### src/rtl/zimbo_muldiv_if.sv
// zimbo_muldiv_if: start/busy/done handshake and result bus of the multiply/divide unit
interface zimbo_muldiv_if #(parameter int WIDTH = 16);
    logic             start;
    logic [1:0]       op;
    logic [WIDTH-1:0] opa;
    logic [WIDTH-1:0] opb;
    logic             busy;
    logic             done;
    logic [WIDTH-1:0] result_hi;
    logic [WIDTH-1:0] result_lo;
    logic             div_by_zero;
    logic             sign;
    logic             zero;
    modport master (output start, op, opa, opb,
                    input busy, done, result_hi, result_lo, div_by_zero, sign, zero);
    modport slave  (input start, op, opa, opb,
                    output busy, done, result_hi, result_lo, div_by_zero, sign, zero);
endinterface

### src/rtl/zimbo_muldiv.sv
// zimbo_muldiv: iterative signed/unsigned shift-add multiply and restoring divide.
// Optional MULDIV_EARLY_OUT_EN ends MUL once the multiplier is exhausted and skips CALC on DIV by zero.
module zimbo_muldiv #(parameter int WIDTH = 16) (
    input logic           clock,
    input logic           reset,
    zimbo_muldiv_if.slave bus
);
    typedef enum logic [1:0] {IDLE, CALC, FIX, DONE} state_t;
    localparam int CW = $clog2(WIDTH + 1);
    state_t             state_q, state_d;
    logic [1:0]         op_q, op_d;
    logic               sa_q, sa_d, sb_q, sb_d;
    logic [WIDTH-1:0]   opa_q, opa_d, y_q, y_d, hi_q, hi_d, lo_q, lo_d;
    logic [2*WIDTH-1:0] p_q, p_d, x_q, x_d;
    logic [CW-1:0]      cnt_q, cnt_d;
    logic               busy_q, busy_d, done_q, done_d, dz_q, dz_d;
    logic               sign_q, sign_d, zero_q, zero_d;
    logic               accept, last, dz;
    logic [WIDTH-1:0]   ua, ub, quo, rem;
    logic [WIDTH:0]     trial;
    logic [2*WIDTH-1:0] prod;
    always_comb begin
        state_d = state_q;
        op_d    = op_q;
        sa_d    = sa_q;
        sb_d    = sb_q;
        opa_d   = opa_q;
        cnt_d   = cnt_q;
        p_d     = p_q;
        x_d     = x_q;
        y_d     = y_q;
        busy_d  = busy_q;
        done_d  = 1'b0;
        hi_d    = hi_q;
        lo_d    = lo_q;
        dz_d    = dz_q;
        sign_d  = sign_q;
        zero_d  = zero_q;
        accept  = bus.start && !busy_q;
        ua      = (bus.op[0] && bus.opa[WIDTH-1]) ? -bus.opa : bus.opa;
        ub      = (bus.op[0] && bus.opb[WIDTH-1]) ? -bus.opb : bus.opb;
        // p_q holds {remainder, dividend/quotient}; x_q[WIDTH-1:0] holds the divisor
        trial   = p_q[2*WIDTH-1:WIDTH-1] - {1'b0, x_q[WIDTH-1:0]};
`ifdef MULDIV_EARLY_OUT_EN
        last    = (cnt_q == CW'(1)) || (!op_q[1] && y_q[WIDTH-1:1] == '0);
`else
        last    = cnt_q == CW'(1);
`endif
        dz      = x_q[WIDTH-1:0] == '0;
        prod    = (op_q[0] && (sa_q ^ sb_q)) ? -p_q : p_q;
        quo     = dz ? '1 : (op_q[0] && (sa_q ^ sb_q)) ? -p_q[WIDTH-1:0] : p_q[WIDTH-1:0];
        rem     = dz ? opa_q : (op_q[0] && sa_q) ? -p_q[2*WIDTH-1:WIDTH] : p_q[2*WIDTH-1:WIDTH];
        case (state_q)
            CALC: begin
                cnt_d   = cnt_q - CW'(1);
                p_d     = op_q[1] ? (trial[WIDTH] ? {p_q[2*WIDTH-2:0], 1'b0}
                                                  : {trial[WIDTH-1:0], p_q[WIDTH-2:0], 1'b1})
                                  : p_q + (y_q[0] ? x_q : '0);
                x_d     = op_q[1] ? x_q : x_q << 1;
                y_d     = y_q >> 1;
                state_d = last ? FIX : CALC;
            end
            FIX: begin
                hi_d    = op_q[1] ? rem : prod[2*WIDTH-1:WIDTH];
                lo_d    = op_q[1] ? quo : prod[WIDTH-1:0];
                sign_d  = lo_d[WIDTH-1];
                zero_d  = lo_d == '0;
                dz_d    = op_q[1] && dz;
                busy_d  = 1'b0;
                state_d = DONE;
            end
            DONE: begin
                done_d  = 1'b1;
                state_d = IDLE;
            end
            default: ;
        endcase
        if (accept) begin
            op_d    = bus.op;
            opa_d   = bus.opa;
            sa_d    = bus.op[0] && bus.opa[WIDTH-1];
            sb_d    = bus.op[0] && bus.opb[WIDTH-1];
            cnt_d   = CW'(WIDTH);
            p_d     = bus.op[1] ? {{WIDTH{1'b0}}, ua} : '0;
            x_d     = {{WIDTH{1'b0}}, bus.op[1] ? ub : ua};
            y_d     = ub;
            busy_d  = 1'b1;
            dz_d    = 1'b0;
`ifdef MULDIV_EARLY_OUT_EN
            state_d = (bus.op[1] && bus.opb == '0) ? FIX : CALC;
`else
            state_d = CALC;
`endif
        end
    end
    always_ff @(posedge clock) begin
        if (reset) begin
            state_q <= IDLE;
            op_q    <= '0;
            sa_q    <= 1'b0;
            sb_q    <= 1'b0;
            opa_q   <= '0;
            cnt_q   <= '0;
            p_q     <= '0;
            x_q     <= '0;
            y_q     <= '0;
            busy_q  <= 1'b0;
            done_q  <= 1'b0;
            hi_q    <= '0;
            lo_q    <= '0;
            dz_q    <= 1'b0;
            sign_q  <= 1'b0;
            zero_q  <= 1'b0;
        end else begin
            state_q <= state_d;
            op_q    <= op_d;
            sa_q    <= sa_d;
            sb_q    <= sb_d;
            opa_q   <= opa_d;
            cnt_q   <= cnt_d;
            p_q     <= p_d;
            x_q     <= x_d;
            y_q     <= y_d;
            busy_q  <= busy_d;
            done_q  <= done_d;
            hi_q    <= hi_d;
            lo_q    <= lo_d;
            dz_q    <= dz_d;
            sign_q  <= sign_d;
            zero_q  <= zero_d;
        end
    end
    assign bus.busy        = busy_q;
    assign bus.done        = done_q;
    assign bus.result_hi   = hi_q;
    assign bus.result_lo   = lo_q;
    assign bus.div_by_zero = dz_q;
    assign bus.sign        = sign_q;
    assign bus.zero        = zero_q;
endmodule

### src/flat_wrapper.sv
// flat-port wrapper written by rule: the top's interface ports become plain ports
module zimbo_muldiv_flat 
#(parameter int WIDTH = 16)
  (clock, reset, bus_start, bus_op, bus_opa, bus_opb, bus_busy, bus_done, bus_result_hi, bus_result_lo, bus_div_by_zero, bus_sign, bus_zero);
  zimbo_muldiv_if #(.WIDTH(WIDTH)) bus_i ();
  input logic clock;
  input logic reset;
  input wire logic [$bits(bus_i.start)-1:0] bus_start;
  input wire logic [$bits(bus_i.op)-1:0] bus_op;
  input wire logic [$bits(bus_i.opa)-1:0] bus_opa;
  input wire logic [$bits(bus_i.opb)-1:0] bus_opb;
  output wire logic [$bits(bus_i.busy)-1:0] bus_busy;
  output wire logic [$bits(bus_i.done)-1:0] bus_done;
  output wire logic [$bits(bus_i.result_hi)-1:0] bus_result_hi;
  output wire logic [$bits(bus_i.result_lo)-1:0] bus_result_lo;
  output wire logic [$bits(bus_i.div_by_zero)-1:0] bus_div_by_zero;
  output wire logic [$bits(bus_i.sign)-1:0] bus_sign;
  output wire logic [$bits(bus_i.zero)-1:0] bus_zero;
  assign bus_i.start = bus_start;
  assign bus_i.op = bus_op;
  assign bus_i.opa = bus_opa;
  assign bus_i.opb = bus_opb;
  assign bus_busy = bus_i.busy;
  assign bus_done = bus_i.done;
  assign bus_result_hi = bus_i.result_hi;
  assign bus_result_lo = bus_i.result_lo;
  assign bus_div_by_zero = bus_i.div_by_zero;
  assign bus_sign = bus_i.sign;
  assign bus_zero = bus_i.zero;
  zimbo_muldiv #(.WIDTH(WIDTH)) u_core (.clock(clock), .reset(reset), .bus(bus_i));
endmodule
### config.mk
export PLATFORM = sky130hd
export DESIGN_NAME = zimbo_muldiv_flat
export DESIGN_NICKNAME = d
export VERILOG_FILES = /design/src/rtl/zimbo_muldiv_if.sv /design/src/rtl/zimbo_muldiv.sv /design/src/flat_wrapper.sv
export SDC_FILE = /design/constraint.sdc
export NUM_CORES = 1
export LEC_CHECK = 0
export ABC_CLOCK_PERIOD_IN_PS = 6200
export CAP_MARGIN = 0
export CORE_UTILIZATION = 42
export CTS_BUF_LIST = sky130_fd_sc_hd__clkbuf_2 sky130_fd_sc_hd__clkbuf_4 sky130_fd_sc_hd__clkbuf_8
export CTS_CLUSTER_SIZE = 16
export DETAILED_ROUTE_END_ITERATION = 8
export GPL_ROUTABILITY_DRIVEN = 0
export PLACE_DENSITY_LB_ADDON = 0.25
export SYNTH_ARGS = -nofsm -noshare
export SYNTH_HDL_FRONTEND = slang
export SYNTH_SLANG_ARGS = --single-unit
export TNS_END_PERCENT = 10
### constraint.sdc
create_clock -name clock -period 6.2 [get_ports clock]
set_input_delay 1.55 -clock clock [delete_from_list [all_inputs] [get_ports clock]]
set_output_delay 1.55 -clock clock [all_outputs]
set_load 0.01 [all_outputs]
==> results of run 1 <==
==> synth_stat cells, types with 37 or more instances <==
cell,instances
xor2_1,40
inv_1,51
xnor2_1,64
o21ai_0,74
a211oi_1,43
nand2_1,226
ha_1,53
clkbuf_1,76
nor2_1,140
dfxtp_1,143
and2_1,37
a21oi_1,156
==> kinds of logic after synthesis <==
logic type	synth area share
xor+xnor	0.0878
fa+ha+maj	0.0666
mux	0.0164
flops	0.271
compound gates	0.271
buf+inv	0.0552
simple gates	0.232
==> routing by layer <==
metal	part of all wire	track usage	wire length (µm)
met5	0	0	0
met3	0.064	0.0390	2120
met4	0.038	0.106	1250
met2	0.45	0.405	14800
met1	0.45	0.347	14800
==> flip-flops by register name, indices dropped and copies added, names as in the netlist, 2 cells and up <==
| name | count |
|---|---|
| u_core.x_q | 32 |
| u_core.state_q | 2 |
| u_core.bus.result_hi | 16 |
| u_core.p_q | 32 |
| u_core.bus.result_lo | 15 |
| u_core.op_q | 2 |
| u_core.y_q | 16 |
| u_core.opa_q | 16 |
| u_core.cnt_q | 5 |
==> cell type report <==
| class | count | share of cell area |
|---|---|---|
| multi-input combinational | 1157 | 0.604 |
| sequential | 143 | 0.243 |
| timing repair buffer | 86 | 0.0697 |
| tap | 324 | 0.0343 |
| clock buffer | 17 | 0.0198 |
| inverter | 53 | 0.0168 |
| clock inverter | 15 | 0.0123 |
==> report_power, final <==
group | internal (mW) | switching [mW] | total, mW
Clock | 0.296 | 0.442 | 0.738
Combinational | 0.238 | 0.373 | 0.611
Sequential | 0.965 | 0.0793 | 1.04
==> final timing paths <==
path	endpoint	cells after the start
setup / recovery	u_core.p_q[30]	12
hold / removal	u_core.bus.result_hi[7]	2
setup reg to reg	u_core.p_q[30]	12
hold reg to reg	u_core.bus.result_hi[7]	2
==> tightest hold or removal path: stages (launching register included) <==
cell and delay, ps:
dfxtp_1 320, nand2_1 50, a21oi_1 50
==> results.py, run 1 <==
metrics = {
    "outcome": {
        "outcome": "finished clean",
    },
    "route": {
        "dr.pass1.iters": 5,
        "routed_via_density": 5.91,
        "postRouteAntennaNets": 0,
        "vias": 10600,
        "drt_iter0_drc": 918,
        "wl_per_cell_um": 18.4,
        "drt-total-wl_um": 33000,
        "drc_errors": 0,
    },
    "synth": {
        "synth_top_area_cell": "dfxtp_1",
        "synth_area_leaders": "dfxtp_1 27%, nand2_1 8.0%, a21oi_1 7.4%, ha_1 6.3%, xnor2_1 5.3%",
        "ys_dominant_reg_cell": "dfxtp_1",
        "synth_top_area_frac": 0.271,
        "syn_inst": 1448,
        "synth_area_um2": 10600,
        "synth_seq_area_share": 0.271,
        "yosysWarnings": 0,
        "synth_area_per_cell_um2": 7.29,
        "syn_nets": 1540,
        "ys_ff_latch": 143,
        "synthArstFlopShare": 0,
        "synth_edf_count": 0,
        "yosys.cell_types.count": 77,
    },
    "hold_path": {
        "hold_path.class": "register to register",
        "worstHoldStart": "u_core.bus.result_hi[7]",
    },
    "place": {
        "pre_cts_slack_ps": 1950,
        "port_buffers": 73,
        "dp_cells": 1763,
        "placed_area_um2": 11400,
        "hpwl_um": 24200,
    },
    "final_layout": {
        "final_cell_mix": "226 x nand2_1, 156 x a21oi_1, 142 x dfxtp_1",
        "regArea_um2": 2860,
        "layout-drive-gt1-share": 0.0503,
        "nNetsFinal": 1550,
        "num-fill-cells": 2488,
        "synthToLayoutAreaGrowth_pct": 11.8,
        "final_common_cell": "nand2_1",
        "multi_input_area_um2": 7140,
        "diodes": 0,
        "utilization": 0.483,
        "finalInstanceArea_um2": 11800,
        "layoutNonFillerInstCount": 1795,
    },
    "clocking": {
        "numCtsBuffers": 17,
        "post-cts-setup-buffer-count": 0,
        "root_buffer": "clkbuf_8",
        "insertion_delay_ps": 480,
        "htreeDepth": 4,
        "cts.sinks": 143,
        "tritoncts": "yes",
        "cts_resized": 0,
        "cts.clk_slew.worst_paths_ps": 100,
        "holdBufCountCts": 0,
        "clk_path_buf_depth": 2,
    },
    "power": {
        "pwr_density_cell_nw_per_um2": 203,
        "irDropWorstVdd_uv": 138,
        "leakage_nw": 4.52,
        "finalPower_mw": 2.39,
    },
    "global_routing": {
        "grt_max_degree": 78,
        "grt_util_all_layers": 0.256,
        "antenna_found_initial": 0,
        "grt-ovfl-total": 0,
        "grt_pass1_wl_um": 52500,
        "grt_pass1_vias": 9486,
    },
    "worst_setup_path": {
        "worstPathMaxFanout": 33,
        "path_class": "register to register",
        "cp_top_family": "compound AO/OA/AOI/OAI gates",
        "start_kind": "register",
        "crit_chain": "and2_1 > ha_1 > fa_1 > a211oi_1 > o21ai_1 > nand3_1 > a21oi_1 > nor4_1 > o31ai_1 > a21oi_1 > nor3b_1 > o41ai_1",
        "worstSetupEndpointType": "register",
        "crit_start": "u_core.y_q[0]",
        "worstReg2RegStart": "u_core.y_q[0]",
        "critical_path_required_ps": 6570,
        "max_stage_delay_ps": 920,
        "slowest_stage": "dfxtp_1",
        "critPathMostFrequentCell": "a21oi_1",
        "arrival_ps": 4390,
        "r2r_slack_ps": 2180,
        "cp_num_buf_inv": 0,
    },
    "die": {
        "row_count": 57,
        "die_h_um": 161,
        "design.core.area_um2": 24500,
        "initial_utilization": 0.432,
        "die_x_um": 161,
        "dieArea_um2": 25800,
        "num_io_pins": 74,
    },
    "timing": {
        "fmax_mhz": 248,
        "tns_ps": 0,
        "final-max-slew-violation-count": 0,
        "finalSetupViolations": 0,
        "slew_headroom": 0.326,
        "skew_ps": 16.3,
        "whs_ps": 459,
        "rsz0062_at_grt": "false",
        "layout_setup_ws_ps": 2180,
        "hold_viol_final": 0,
        "finalCritPeriodShare": 0.649,
        "period_needed_ps": 4020,
        "worst_slew_pin_slew_ps": 1010,
    },
    "flow_run": {
        "maxCapViolations": 0,
    },
}
(Power assumes the default switching activity.)
==> run 2, diff against run 1 <==
ABC_CLOCK_PERIOD_IN_PS = 3500   (was 6200)
clock period = 3.5 ns   (was 6.2 ns; I/O delays follow)
==> results.py, run 2 (same netlist as run 1, synthesis figures left out) <==
metrics = {
    "power": {
        "finalPower_mw": 4.37,
        "irDropWorstVdd_uv": 241,
        "leakage_nw": 4.77,
        "pwr_density_cell_nw_per_um2": 358,
    },
    "worst_setup_path": {
        "cp_num_buf_inv": 2,
        "worstSetupEndpointType": "register",
        "critical_path_required_ps": 3860,
        "start_kind": "register",
        "slowest_stage": "ha_1",
        "arrival_ps": 3580,
        "max_stage_delay_ps": 390,
        "path_class": "register to register",
        "worstPathMaxFanout": 11,
        "cp_top_family": "compound AO/OA/AOI/OAI gates",
        "crit_chain": "buf_4 > and2_1 > ha_1 > nand4_1 > nor2_1 > nand3_1 > a41o_1 > a21oi_1 > nor2_1 > o311ai_1 > buf_4 > o22ai_1 > o2bb2ai_1",
    },
    "global_routing": {
        "antenna_found_initial": 0,
        "grt-ovfl-total": 0,
        "grt_util_all_layers": 0.266,
        "grt_pass1_vias": 9894,
        "grt_max_degree": 85,
        "grt_pass1_wl_um": 54100,
    },
    "hold_path": {
        "hold_path.class": "register to register",
    },
    "route": {
        "wl_per_cell_um": 18.4,
        "drt-total-wl_um": 33900,
        "vias": 10800,
        "routed_via_density": 5.84,
        "dr.pass1.iters": 9,
        "drt_iter0_drc": 860,
        "postRouteAntennaNets": 0,
        "drc_errors": 0,
    },
    "final_layout": {
        "layoutNonFillerInstCount": 1842,
        "synthToLayoutAreaGrowth_pct": 15.6,
        "diodes": 0,
        "top_regs": "u_core.p_q x32, u_core.x_q x32",
        "final_common_cell": "nand2_1",
        "nNetsFinal": 1597,
        "layout-drive-gt1-share": 0.0817,
        "final_cell_mix": "226 x nand2_1, 155 x a21oi_1, 142 x dfxtp_1",
    },
    "timing": {
        "worst_slew_pin_slew_ps": 956,
        "period_needed_ps": 3220,
        "finalCritPeriodShare": 0.919,
        "rsz0062_at_grt": "true",
        "skew_ps": 22.1,
        "hold_viol_final": 0,
        "slew_headroom": 0.362,
        "layout_setup_ws_ps": 283,
        "fmax_mhz": 311,
        "final-max-slew-violation-count": 0,
        "finalSetupViolations": 0,
    },
    "clocking": {
        "numCtsBuffers": 17,
        "holdBufCountCts": 0,
        "cts.sinks": 143,
        "tritoncts": "yes",
        "htreeDepth": 4,
        "cts.clk_slew.worst_paths_ps": 100,
        "root_buffer": "clkbuf_8",
        "insertion_delay_ps": 480,
        "clk_path_buf_depth": 2,
    },
    "die": {
        "row_count": 57,
        "die_x_um": 161,
        "design.core.area_um2": 24500,
        "dieArea_um2": 25800,
        "initial_utilization": 0.432,
        "die_h_um": 161,
        "num_io_pins": 74,
    },
    "place": {
        "port_buffers": 73,
        "dp_cells": 1808,
        "pre_cts_slack_ps": 45.8,
        "hpwl_um": 25700,
    },
    "flow_run": {
        "maxCapViolations": 0,
    },
    "outcome": {
        "outcome": "finished clean",
    },
}
run 2: worst min-delay path: cells and delay by family, from the launching register on:
kind             cells  cell delay [ps]
flip-flops           1              320
AO/OA/AOI/OAI        1               50
AND/OR/NAND/NOR      1               50
run 2: through the flow:
| stage | TNS (ps) | hold slack, ps | utilization | cell area (µm²) |
|---|---|---|---|---|
| finish | 0 | 460 | 0.499 | 12200 |
| global route | -28.2 | 480 | 0.499 | 12200 |
| CTS | 0 | 461 | 0.498 | 12200 |
| detailed placement | 0 | 447 | 0.482 | 11800 |
| global placement | 0 | 442 | 0.482 | 11800 |
| floorplan | 0 | 433 | - | 10600 |
run 2: cell type report:
class | instances | area [µm²]
inverters | 53 | 199
clock buffers | 17 | 234
repair buffers | 133 | 1190
flip-flops and latches | 143 | 2860
clock inverters | 15 | 165
fillers | 2452 | 12300
multi-input cells | 1157 | 7150
well taps | 324 | 405
run 2: path summary, 6_finish.rpt:
check | start | to | slack [ps] | depth (start not counted)
max reg2reg | u_core.y_q[0] | u_core.p_q[31] | 280 | 13
min | u_core.bus.result_hi[7] | u_core.bus.result_hi[7] | 460 | 2
max | u_core.y_q[0] | u_core.p_q[31] | 280 | 13
min reg2reg | u_core.bus.result_hi[7] | u_core.bus.result_hi[7] | 460 | 2
run 2: power by group:
group | leakage (nW) | switching, mW | internal (mW)
clock | 0.193 | 0.818 | 0.540
combinational | 3.41 | 0.716 | 0.472
sequential | 1.17 | 0.110 | 1.71
run 2: what timing repair did:
action                                  in CTS  in global routing
resized for setup                            0                  5
setup buffers                                0                  2
endpoints found under the setup margin       0                  6
run 2: per-layer routing:
layer  wire length [µm]  share of wire  vias up  global-route usage
li1                   -              -     5269                   -
met1              15000           0.44     4989               0.356
met2              15200           0.45      423               0.424
met3               2370          0.070       72              0.0364
met4               1280          0.038        0               0.118
met5                  0              0        -                   0
==> run 3, diff against run 2 <==
CORE_MARGIN = 8   (was not set)
==> results.py, run 3 (same netlist as run 1, synthesis figures left out) <==
metrics = {
    "timing": {
        "slew_headroom": 0.426,
        "period_needed_ps": 3230,
        "hold_viol_final": 0,
        "rsz0062_at_grt": "false",
        "fmax_mhz": 310,
        "skew_ps": 14.6,
        "worst_slew_pin_slew_ps": 861,
        "finalSetupViolations": 0,
        "layout_setup_ws_ps": 272,
        "final-max-slew-violation-count": 0,
        "tns_ps": 0,
        "finalCritPeriodShare": 0.922,
    },
    "clocking": {
        "tritoncts": "yes",
        "holdBufCountCts": 0,
        "insertion_delay_ps": 460,
        "numCtsBuffers": 17,
        "cts.sinks": 143,
        "clk_path_buf_depth": 2,
        "htreeDepth": 4,
        "root_buffer": "clkbuf_8",
        "cts.clk_slew.worst_paths_ps": 90,
    },
    "global_routing": {
        "use_met1": 0.292,
        "grt_pass1_vias": 9933,
        "grt_util_all_layers": 0.222,
        "grt-ovfl-total": 0,
        "antenna_found_initial": 0,
        "grtUsageMet3": 0.0325,
        "grt_max_degree": 82,
        "grt_pass1_wl_um": 54600,
        "grtUsageMet2": 0.356,
        "top_usage_layer": "met2",
    },
    "final_layout": {
        "synthToLayoutAreaGrowth_pct": 16.4,
        "final_common_cell": "nand2_1",
        "regArea_um2": 2860,
        "nNetsFinal": 1604,
        "num-fill-cells": 2515,
        "final_cell_mix": "226 x nand2_1, 155 x a21oi_1, 142 x dfxtp_1",
        "layoutNonFillerInstCount": 1855,
        "top_regs": "u_core.p_q x32, u_core.x_q x32",
        "layout-drive-gt1-share": 0.0852,
        "multi_input_area_um2": 7150,
        "diodes": 0,
    },
    "route": {
        "drt-total-wl_um": 34500,
        "routed_via_density": 5.81,
        "drt_iter0_drc": 958,
        "postRouteAntennaNets": 0,
        "dr.pass1.iters": 7,
        "vias": 10800,
        "wl_per_cell_um": 18.6,
        "drc_errors": 0,
    },
    "power": {
        "pwr_density_cell_nw_per_um2": 364,
        "leakage_nw": 4.82,
        "irDropWorstVdd_uv": 200,
    },
    "hold_path": {
        "hold_path.class": "register to register",
    },
    "place": {
        "pre_cts_slack_ps": 150,
        "dp_cells": 1823,
        "port_buffers": 73,
        "hpwl_um": 26300,
    },
    "die": {
        "row_count": 58,
        "design.core.area_um2": 25000,
        "initial_utilization": 0.423,
        "num_io_pins": 74,
        "die_h_um": 175,
        "die_x_um": 175,
        "dieArea_um2": 30500,
    },
    "outcome": {
        "outcome": "finished clean",
    },
    "flow_run": {
        "maxCapViolations": 0,
    },
    "worst_setup_path": {
        "worstPathMaxFanout": 5,
        "path_class": "register to register",
        "start_kind": "register",
        "critical_path_required_ps": 3850,
        "worstSetupEndpointType": "register",
        "arrival_ps": 3580,
    },
}
## run 3: cell types whose count changed in the layout (fill, tap and decap cells not counted), moves of 2 or more
cell / delta
inv_8: -6
inv_6: +2
clkinv_4: +2
clkinv_8: -3
buf_4: +7
bufinv_16: +3
## run 3: per-layer routing
layer / routed length (µm) / part of all wire / vias to the layer above
met5: 0 / 0 / -
met4: 1320 / 0.038 / 0
met3: 2140 / 0.062 / 54
met2: 15600 / 0.45 / 389
li1: - / - / 5281
met1: 15400 / 0.45 / 5052
## run 3: cell type report
cell class,instances,share of cell area
inverters,53,0.0162
multi-input cells,1157,0.581
clock inverters,14,0.0146
clock buffers,18,0.0202
repair buffers,140,0.101
flip-flops and latches,143,0.233
well taps,330,0.0336
## run 3: critical path, stage by stage (launching register included)
cell and delay [ps]:
dfxtp_1 420, and2_1 170, ha_1 210, fa_1 250, a211oi_1 110, o21ai_1 230, nand3_1 170, a21oi_2 280
nor4_1 70, buf_4 160, o31ai_2 380, a21oi_1 150, nor3b_1 170, o41ai_1 330
## run 3: path summary, 6_finish.rpt
check	start	to	slack [ps]	cells past startpoint
min reg2reg	u_core.bus.result_hi[7]	u_core.bus.result_hi[7]	460	2
max	u_core.x_q[0]	u_core.p_q[30]	270	13
min	u_core.bus.result_hi[7]	u_core.bus.result_hi[7]	460	2
max reg2reg	u_core.x_q[0]	u_core.p_q[30]	270	13
## run 3: report_power, final
| part | total [mW] | switching, mW | leakage [nW] | internal (mW) |
|---|---|---|---|---|
| Sequential | 1.80 | 0.0945 | 1.17 | 1.71 |
| Clock | 1.47 | 0.735 | 0.207 | 0.736 |
| Combinational | 1.20 | 0.726 | 3.45 | 0.477 |
## run 3: metrics by stage
step                      hold WS [ps]   util  area, µm²  total power, mW
after floorplan                    433      -      10600             2.61
after global placement             444  0.475      11900             3.01
after detailed placement           447  0.475      11900             3.02
after CTS                          459  0.492      12300             4.49
after global routing               478  0.492      12300             4.70
final                              457  0.492      12300             4.48
## run 3: what timing repair did
| item | in CTS | in global routing |
|---|---|---|
| setup endpoints to repair | 0 | 1 |
| buffers inserted | 0 | 0 |
| gates resized for setup | 0 | 3 |
